<file path="src/rtl/alu_share_ctrl_if.sv">
// Command, ALU and response bundle for alu_share_ctrl. The slave view is the
// controller; the master view is the surrounding requesters, ALU and consumer.
interface alu_share_ctrl_if;
  logic       req0_valid;
  logic       req0_ready;
  logic [3:0] req0_a;
  logic [3:0] req0_b;
  logic [1:0] req0_op;
  logic       req1_valid;
  logic       req1_ready;
  logic [3:0] req1_a;
  logic [3:0] req1_b;
  logic [1:0] req1_op;
  logic [3:0] alu_a;
  logic [3:0] alu_b;
  logic [1:0] alu_sel;
  logic [7:0] alu_result;
  logic       rsp_valid;
  logic       rsp_ready;
  logic [7:0] rsp_data;
  logic       rsp_id;
  logic       rsp_err;
  logic       busy;

  modport slave (
    input  req0_valid, req0_a, req0_b, req0_op,
    input  req1_valid, req1_a, req1_b, req1_op,
    output req0_ready, req1_ready,
    output alu_a, alu_b, alu_sel,
    input  alu_result,
    output rsp_valid, rsp_data, rsp_id, rsp_err,
    input  rsp_ready,
    output busy
  );

  modport master (
    output req0_valid, req0_a, req0_b, req0_op,
    output req1_valid, req1_a, req1_b, req1_op,
    input  req0_ready, req1_ready,
    input  alu_a, alu_b, alu_sel,
    output alu_result,
    input  rsp_valid, rsp_data, rsp_id, rsp_err,
    output rsp_ready,
    input  busy
  );
endinterface

</file>
<file path="src/rtl/alu_share_ctrl.sv">
// Round-robin controller sharing one registered 4-bit ALU between two requesters;
// divide-by-zero is answered locally and results return on a tagged valid/ready channel.
module alu_share_ctrl #(
  parameter int unsigned ALU_LAT = 1
) (
  input logic             clk,
  input logic             rst,
  alu_share_ctrl_if.slave bus
);
  typedef enum logic [1:0] {
    IDLE = 2'd0,
    WAIT = 2'd1,
    RESP = 2'd2
  } state_t;

  state_t     state;
  logic [2:0] count;
  logic       last_grant;
  logic       grant0;
  logic       grant1;
  logic       accept;
  logic       pick;
  logic [3:0] pick_a;
  logic [3:0] pick_b;
  logic [1:0] pick_op;
  logic       div_zero;
  logic [7:0] masked;

  // Grant only in IDLE; on a tie the requester that lost last time wins
  always_comb begin
    grant0 = 1'b0;
    grant1 = 1'b0;
    if (state == IDLE) begin
      if (bus.req0_valid && bus.req1_valid) begin
        grant0 = last_grant;
        grant1 = ~last_grant;
      end else begin
        grant0 = bus.req0_valid;
        grant1 = bus.req1_valid;
      end
    end else begin
      grant0 = 1'b0;
      grant1 = 1'b0;
    end
  end

  assign bus.req0_ready = grant0;
  assign bus.req1_ready = grant1;
  assign accept   = grant0 | grant1;
  assign pick     = grant1;
  assign pick_a   = pick ? bus.req1_a  : bus.req0_a;
  assign pick_b   = pick ? bus.req1_b  : bus.req0_b;
  assign pick_op  = pick ? bus.req1_op : bus.req0_op;
  assign div_zero = (pick_op == 2'b11) && (pick_b == 4'd0);

  // The ALU only refreshes the low bits; the upper bits of alu_result are stale
  assign masked = (bus.alu_sel == 2'b11) ? {4'd0, bus.alu_result[3:0]}
                                         : {3'd0, bus.alu_result[4:0]};

  // Controller FSM: all ALU drive and response outputs are registered here
  always_ff @(posedge clk or posedge rst) begin
    if (rst) begin
      state         <= IDLE;
      count         <= 3'd0;
      last_grant    <= 1'b1;
      bus.alu_a     <= 4'd0;
      bus.alu_b     <= 4'd0;
      bus.alu_sel   <= 2'd0;
      bus.rsp_valid <= 1'b0;
      bus.rsp_data  <= 8'd0;
      bus.rsp_id    <= 1'b0;
      bus.rsp_err   <= 1'b0;
      bus.busy      <= 1'b0;
    end else begin
      case (state)
        IDLE: begin
          if (accept) begin
            bus.alu_a   <= pick_a;
            bus.alu_b   <= pick_b;
            bus.alu_sel <= pick_op;
            bus.rsp_id  <= pick;
            last_grant  <= pick;
            bus.busy    <= 1'b1;
            if (div_zero) begin
              state         <= RESP;
              bus.rsp_valid <= 1'b1;
              bus.rsp_data  <= 8'd0;
              bus.rsp_err   <= 1'b1;
            end else begin
              state       <= WAIT;
              count       <= 3'(ALU_LAT);
              bus.rsp_err <= 1'b0;
            end
          end
        end
        WAIT: begin
          if (count == 3'd0) begin
            bus.rsp_data  <= masked;
            bus.rsp_valid <= 1'b1;
            state         <= RESP;
          end else begin
            count <= count - 3'd1;
          end
        end
        RESP: begin
          if (bus.rsp_ready) begin
            bus.rsp_valid <= 1'b0;
            bus.busy      <= 1'b0;
            state         <= IDLE;
          end
        end
        default: begin
          bus.rsp_valid <= 1'b0;
          bus.busy      <= 1'b0;
          state         <= IDLE;
        end
      endcase
    end
  end
endmodule

</file>
<file path="src/flat_wrapper.sv">
// flat-port wrapper written by rule: the top's interface ports become plain ports
module alu_share_ctrl_flat 
#(
  parameter int unsigned ALU_LAT = 1
)
  (clk, rst, bus_req0_valid, bus_req0_a, bus_req0_b, bus_req0_op, bus_req1_valid, bus_req1_a, bus_req1_b, bus_req1_op, bus_req0_ready, bus_req1_ready, bus_alu_a, bus_alu_b, bus_alu_sel, bus_alu_result, bus_rsp_valid, bus_rsp_data, bus_rsp_id, bus_rsp_err, bus_rsp_ready, bus_busy);
  alu_share_ctrl_if bus_i ();
  input logic clk;
  input logic rst;
  input wire logic [$bits(bus_i.req0_valid)-1:0] bus_req0_valid;
  input wire logic [$bits(bus_i.req0_a)-1:0] bus_req0_a;
  input wire logic [$bits(bus_i.req0_b)-1:0] bus_req0_b;
  input wire logic [$bits(bus_i.req0_op)-1:0] bus_req0_op;
  input wire logic [$bits(bus_i.req1_valid)-1:0] bus_req1_valid;
  input wire logic [$bits(bus_i.req1_a)-1:0] bus_req1_a;
  input wire logic [$bits(bus_i.req1_b)-1:0] bus_req1_b;
  input wire logic [$bits(bus_i.req1_op)-1:0] bus_req1_op;
  output wire logic [$bits(bus_i.req0_ready)-1:0] bus_req0_ready;
  output wire logic [$bits(bus_i.req1_ready)-1:0] bus_req1_ready;
  output wire logic [$bits(bus_i.alu_a)-1:0] bus_alu_a;
  output wire logic [$bits(bus_i.alu_b)-1:0] bus_alu_b;
  output wire logic [$bits(bus_i.alu_sel)-1:0] bus_alu_sel;
  input wire logic [$bits(bus_i.alu_result)-1:0] bus_alu_result;
  output wire logic [$bits(bus_i.rsp_valid)-1:0] bus_rsp_valid;
  output wire logic [$bits(bus_i.rsp_data)-1:0] bus_rsp_data;
  output wire logic [$bits(bus_i.rsp_id)-1:0] bus_rsp_id;
  output wire logic [$bits(bus_i.rsp_err)-1:0] bus_rsp_err;
  input wire logic [$bits(bus_i.rsp_ready)-1:0] bus_rsp_ready;
  output wire logic [$bits(bus_i.busy)-1:0] bus_busy;
  assign bus_i.req0_valid = bus_req0_valid;
  assign bus_i.req0_a = bus_req0_a;
  assign bus_i.req0_b = bus_req0_b;
  assign bus_i.req0_op = bus_req0_op;
  assign bus_i.req1_valid = bus_req1_valid;
  assign bus_i.req1_a = bus_req1_a;
  assign bus_i.req1_b = bus_req1_b;
  assign bus_i.req1_op = bus_req1_op;
  assign bus_req0_ready = bus_i.req0_ready;
  assign bus_req1_ready = bus_i.req1_ready;
  assign bus_alu_a = bus_i.alu_a;
  assign bus_alu_b = bus_i.alu_b;
  assign bus_alu_sel = bus_i.alu_sel;
  assign bus_i.alu_result = bus_alu_result;
  assign bus_rsp_valid = bus_i.rsp_valid;
  assign bus_rsp_data = bus_i.rsp_data;
  assign bus_rsp_id = bus_i.rsp_id;
  assign bus_rsp_err = bus_i.rsp_err;
  assign bus_i.rsp_ready = bus_rsp_ready;
  assign bus_busy = bus_i.busy;
  alu_share_ctrl #(.ALU_LAT(ALU_LAT)) u_core (.clk(clk), .rst(rst), .bus(bus_i));
endmodule
</file>
<file path="config.mk">
export PLATFORM = sky130hd
export DESIGN_NAME = alu_share_ctrl_flat
export DESIGN_NICKNAME = d
export VERILOG_FILES = /design/src/rtl/alu_share_ctrl_if.sv /design/src/rtl/alu_share_ctrl.sv /design/src/flat_wrapper.sv
export SDC_FILE = /design/constraint.sdc
export NUM_CORES = 1
export LEC_CHECK = 0
export CAP_MARGIN = 20
export CORE_MARGIN = 2
export CORE_UTILIZATION = 26
export CTS_BUF_LIST = sky130_fd_sc_hd__clkbuf_4
export DETAILED_ROUTE_END_ITERATION = 12
export SETUP_SLACK_MARGIN = 0.3
export SYNTH_ARGS = -nofsm -noshare
export SYNTH_HDL_FRONTEND = slang
export SYNTH_SLANG_ARGS = --single-unit
</file>
<file path="constraint.sdc">
create_clock -name clk -period 4.8 [get_ports clk]
set_clock_uncertainty 0.2 [all_clocks]
set_input_delay 0.96 -clock clk [delete_from_list [all_inputs] [get_ports clk]]
set_output_delay 0.96 -clock clk [all_outputs]
set_load 0.005 [all_outputs]
</file>
==> implementation parameters <==
Parameter                              Value

CTS
  Number of sinks on the clock net    25
  Maximum level of the CTS H-tree    1
  Count of instances resized after the clock tree is built    0
  Number of buffers added by the clock tree synthesis step    3
  Hold-fix buffers at CTS    0
  Skew-Pair Late Insertion Delay    310 ps
  Number of buffers on the longest clock path    2
  Clock transition at the registers of the reported paths    120 ps
  Buffer cell driving the clock tree root    sky130_fd_sc_hd__clkbuf_4
  Clock tree from TritonCTS    built
  Post-CTS setup repair buffer count    0

Setup path
  Register-to-register path setup slack    2990 ps
  Critical Path Source    bus_req0_valid
  Max Fanout on Critical Path    13
  Startpoint kind of the worst setup timing path    primary input
  Startpoint of the worst-slack reg-to-reg timing path    u_core.state[1]$_DFFE_PP0P_
  Crit. End Element    primary output
  Data required time at the worst endpoint    3640 ps
  Path depth of the worst reg2reg path    4
  Crit Path Category    primary input to primary output
  Arrival time worst endpoint    2710 ps

Power
  Power Density    521.5 nW/µm²
  Static Leakage    0.8659 nW
  Peak ir drop on the vdd network    0.0001894 V

Layout
  Final Instance Area    1831 µm²
  Relative area change from synthesis to final layout    49.29%
  Post-layout nets    210
  Layout cells sized above 1    6.897%
  Number of inserted diodes    0

Die
  Initial core utilization    27.59%
  Floorplan die area    5282 µm²
  Number of cell rows    24
  Vertical extent of the die    72.68 µm
  Die boundary width    72.68 µm
  Core box area    4444 µm²
  Number of placed I/O pins    57

Synth
  Cells after Synth    122
  Synthesized cell area    1226 µm²
  Cell taking the most area after synthesis    sky130_fd_sc_hd__dfrtp_1
  Seq/Total Area, Yosys    51.12%
  Main synth FF type    sky130_fd_sc_hd__dfrtp_1
  Top-area cell type share of the netlist area    48.98%
  Total number of yosys warnings    0
  Leading post-synthesis cells by cell area    sky130_fd_sc_hd__dfrtp_1, sky130_fd_sc_hd__mux2i_1, sky130_fd_sc_hd__nand2_1
  Number of register bits inferred by synthesis    25
  Number of flops mapped to enable cells by yosys    0
  Avg Inst Size Synth    10.05 µm²
  Asr flop ratio synth    100.0%
  Number of distinct library cell variants in the gate-level netlist after synthesis    29

Timing
  FMAX    0.2586 GHz
  Worst slew margin    64.95%
  Final-report hold violation count    0
  Ratio of final minimum period to clock period    80.58%
  Final critical-path required period    3868 ps
  Sum Neg Setup Slack    0 ps
  Number of pins with negative max-slew slack in the final report    0
  Transition time of the tightest slew-check pin    525.1 ps
  Setup-violating endpoint count in the final report    0
  Setup repair after global routing missed its margin    false

Route
  Antenna violation net count after detailed routing    0
  First-pass iteration count of the detailed router    6
  Final routed DRC violation total    0
  Total wire length after detailed routing    2968 µm
  Detailed-route wire length per cell    13.13 µm
  Total vias in the final route    1,044
  Initial drt markers    71
  Post-detailed-route via-to-cell ratio    4.619

Placement
  Buffers on Ports    50
  Instance area at placement    1770 µm²
  Detailed Place HPWL    2285 µm
  GPL Wtd Cong    0.6836

Min path
  Hold wc startpoint    u_core.last_grant$_DFFE_PP1P_
  Kind of path behind the tightest hold check    flop to flop
  Depth of the worst hold-timing path    2

Global route
  Pin count of the biggest net entering global routing    30
  Number of antenna violations at the first check in global routing    0
  Global-route wire length before repair    4954 µm
  Global route total overflow    0
  GRT Util Overall    12.08%
  Via count of the first global-routing pass    1,089

Status
  Result of the run    complete, no violations

Run
  # Max-Cap Violations    0
[cell usage after synthesis, types with 3 or more instances]
library cell              instances
sky130_fd_sc_hd__dfrtp_1         24
sky130_fd_sc_hd__nand2_1         22
sky130_fd_sc_hd__mux2i_1         14
sky130_fd_sc_hd__o21ai_0         11
sky130_fd_sc_hd__nor2_1           7
sky130_fd_sc_hd__inv_1            6
sky130_fd_sc_hd__a211o_1          5
sky130_fd_sc_hd__a21oi_1          3
sky130_fd_sc_hd__buf_4            3
sky130_fd_sc_hd__o21ai_1          3
[path summary, 6_finish.rpt]
kind / end
setup / recovery: bus_req1_ready
hold reg to reg: u_core.last_grant$_DFFE_PP1P_
min in group asynchronous: u_core.bus.rsp_data[4]$_DFFE_PP0P_
hold / removal: u_core.last_grant$_DFFE_PP1P_
max in group asynchronous: u_core.last_grant$_DFFE_PP1P_
setup reg to reg: u_core.count[1]$_DFFE_PP0P_
[cell usage in the layout, fill, tap and decap left out]
cell type	instances
sky130_fd_sc_hd__nor2_1	7
sky130_fd_sc_hd__dfstp_2	1
sky130_fd_sc_hd__mux2i_1	14
sky130_fd_sc_hd__clkbuf_4	4
sky130_fd_sc_hd__a21oi_4	1
sky130_fd_sc_hd__nand3_1	1
sky130_fd_sc_hd__nor3_1	1
sky130_fd_sc_hd__a21o_1	2
sky130_fd_sc_hd__o21ai_1	2
sky130_fd_sc_hd__ha_1	2
sky130_fd_sc_hd__and3_1	2
sky130_fd_sc_hd__nor3b_4	1
sky130_fd_sc_hd__buf_8	2
sky130_fd_sc_hd__o21ai_2	1
sky130_fd_sc_hd__buf_4	1
sky130_fd_sc_hd__dfrtp_1	24
sky130_fd_sc_hd__or4_1	1
sky130_fd_sc_hd__a211oi_1	1
sky130_fd_sc_hd__o21ai_0	11
sky130_fd_sc_hd__a211o_1	5
sky130_fd_sc_hd__conb_1	3
sky130_fd_sc_hd__nand2b_1	1
sky130_fd_sc_hd__nand4_1	1
sky130_fd_sc_hd__a21oi_1	3
sky130_fd_sc_hd__inv_1	6
sky130_fd_sc_hd__nor2b_1	1
sky130_fd_sc_hd__nor4_1	1
sky130_fd_sc_hd__a21boi_2	1
sky130_fd_sc_hd__nand2_1	22
sky130_fd_sc_hd__and2_1	1
sky130_fd_sc_hd__clkdlybuf4s50_1	50
[sequential cells by signal, summed over array words and instances (netlist names)]
| name | count |
|---|---|
| u_core.bus.rsp_valid | 1 |
| u_core.last_grant | 1 |
| u_core.bus.rsp_data | 5 |
| u_core.count | 3 |
| u_core.bus.alu_a | 4 |
| u_core.bus.rsp_err | 1 |
| u_core.bus.alu_sel | 2 |
| u_core.bus.alu_b | 4 |
| u_core.bus.rsp_id | 1 |
| u_core.state | 2 |
| u_core.bus.busy | 1 |
[report_power, final]
group / switching, W / total [W] / internal [W]
sequential: 0.0000622 / 0.000373 / 0.000311
combinational: 0.000207 / 0.000484 / 0.000277
clock: 0.0000592 / 0.0000974 / 0.0000381
[metrics by stage]
| step | setup slack [ps] | instances | hold WS, ps | total power [W] | util (%) |
|---|---|---|---|---|---|
| after floorplan | 1909 | 124 | 246.6 | 0.0006159 | - |
| after detailed placement | 965.1 | 220 | 269.6 | 0.0008571 | 39.84 |
| after global placement | 988.8 | 220 | 264.3 | 0.0008370 | 39.84 |
| final | 932.4 | 226 | 288.2 | 0.0009545 | 41.19 |
| after CTS | 947.4 | 224 | 290.2 | 0.0009567 | 40.51 |
| after global routing | 852.6 | 226 | 321.1 | 0.001042 | 41.19 |
[kinds of logic (layout without fill, tap and decap cells)]
group	after synthesis	count (layout)	share of synthesized area, %
other	1	3	0.3058
DFF	25	25	51.12
and+or+nand+nor	40	40	15.41
AOI/OAI and AO/OA	27	27	14.59
buffers and inverters	13	63	5.102
muxes	14	14	11.43
adders and majority gates	2	2	2.040
[cell type report]
cell class,instances,area [µm²]
flip-flops and latches,25,626.9
fillers,446,2614
clock buffers,4,30.03
multi-input cells,86,548.0
well taps,52,65.06
repair buffers,53,538.0
inverters,6,22.52
[critical path: stages]
cell and delay [ps]:
sky130_fd_sc_hd__clkdlybuf4s50_1 470, sky130_fd_sc_hd__a211oi_1 390, sky130_fd_sc_hd__nand2_1 100, sky130_fd_sc_hd__buf_4 220, sky130_fd_sc_hd__inv_1 80, sky130_fd_sc_hd__clkdlybuf4s50_1 490
[per-layer routing]
metal  vias up  wire length [µm]  global-route usage, %
met5         -                 0                      0
met4         0                38                  4.938
met3         4               183                  2.762
met2        38              1421                  19.90
met1       488              1326                  15.30
li1        514                 -                      -
(Power assumes the default switching activity.)
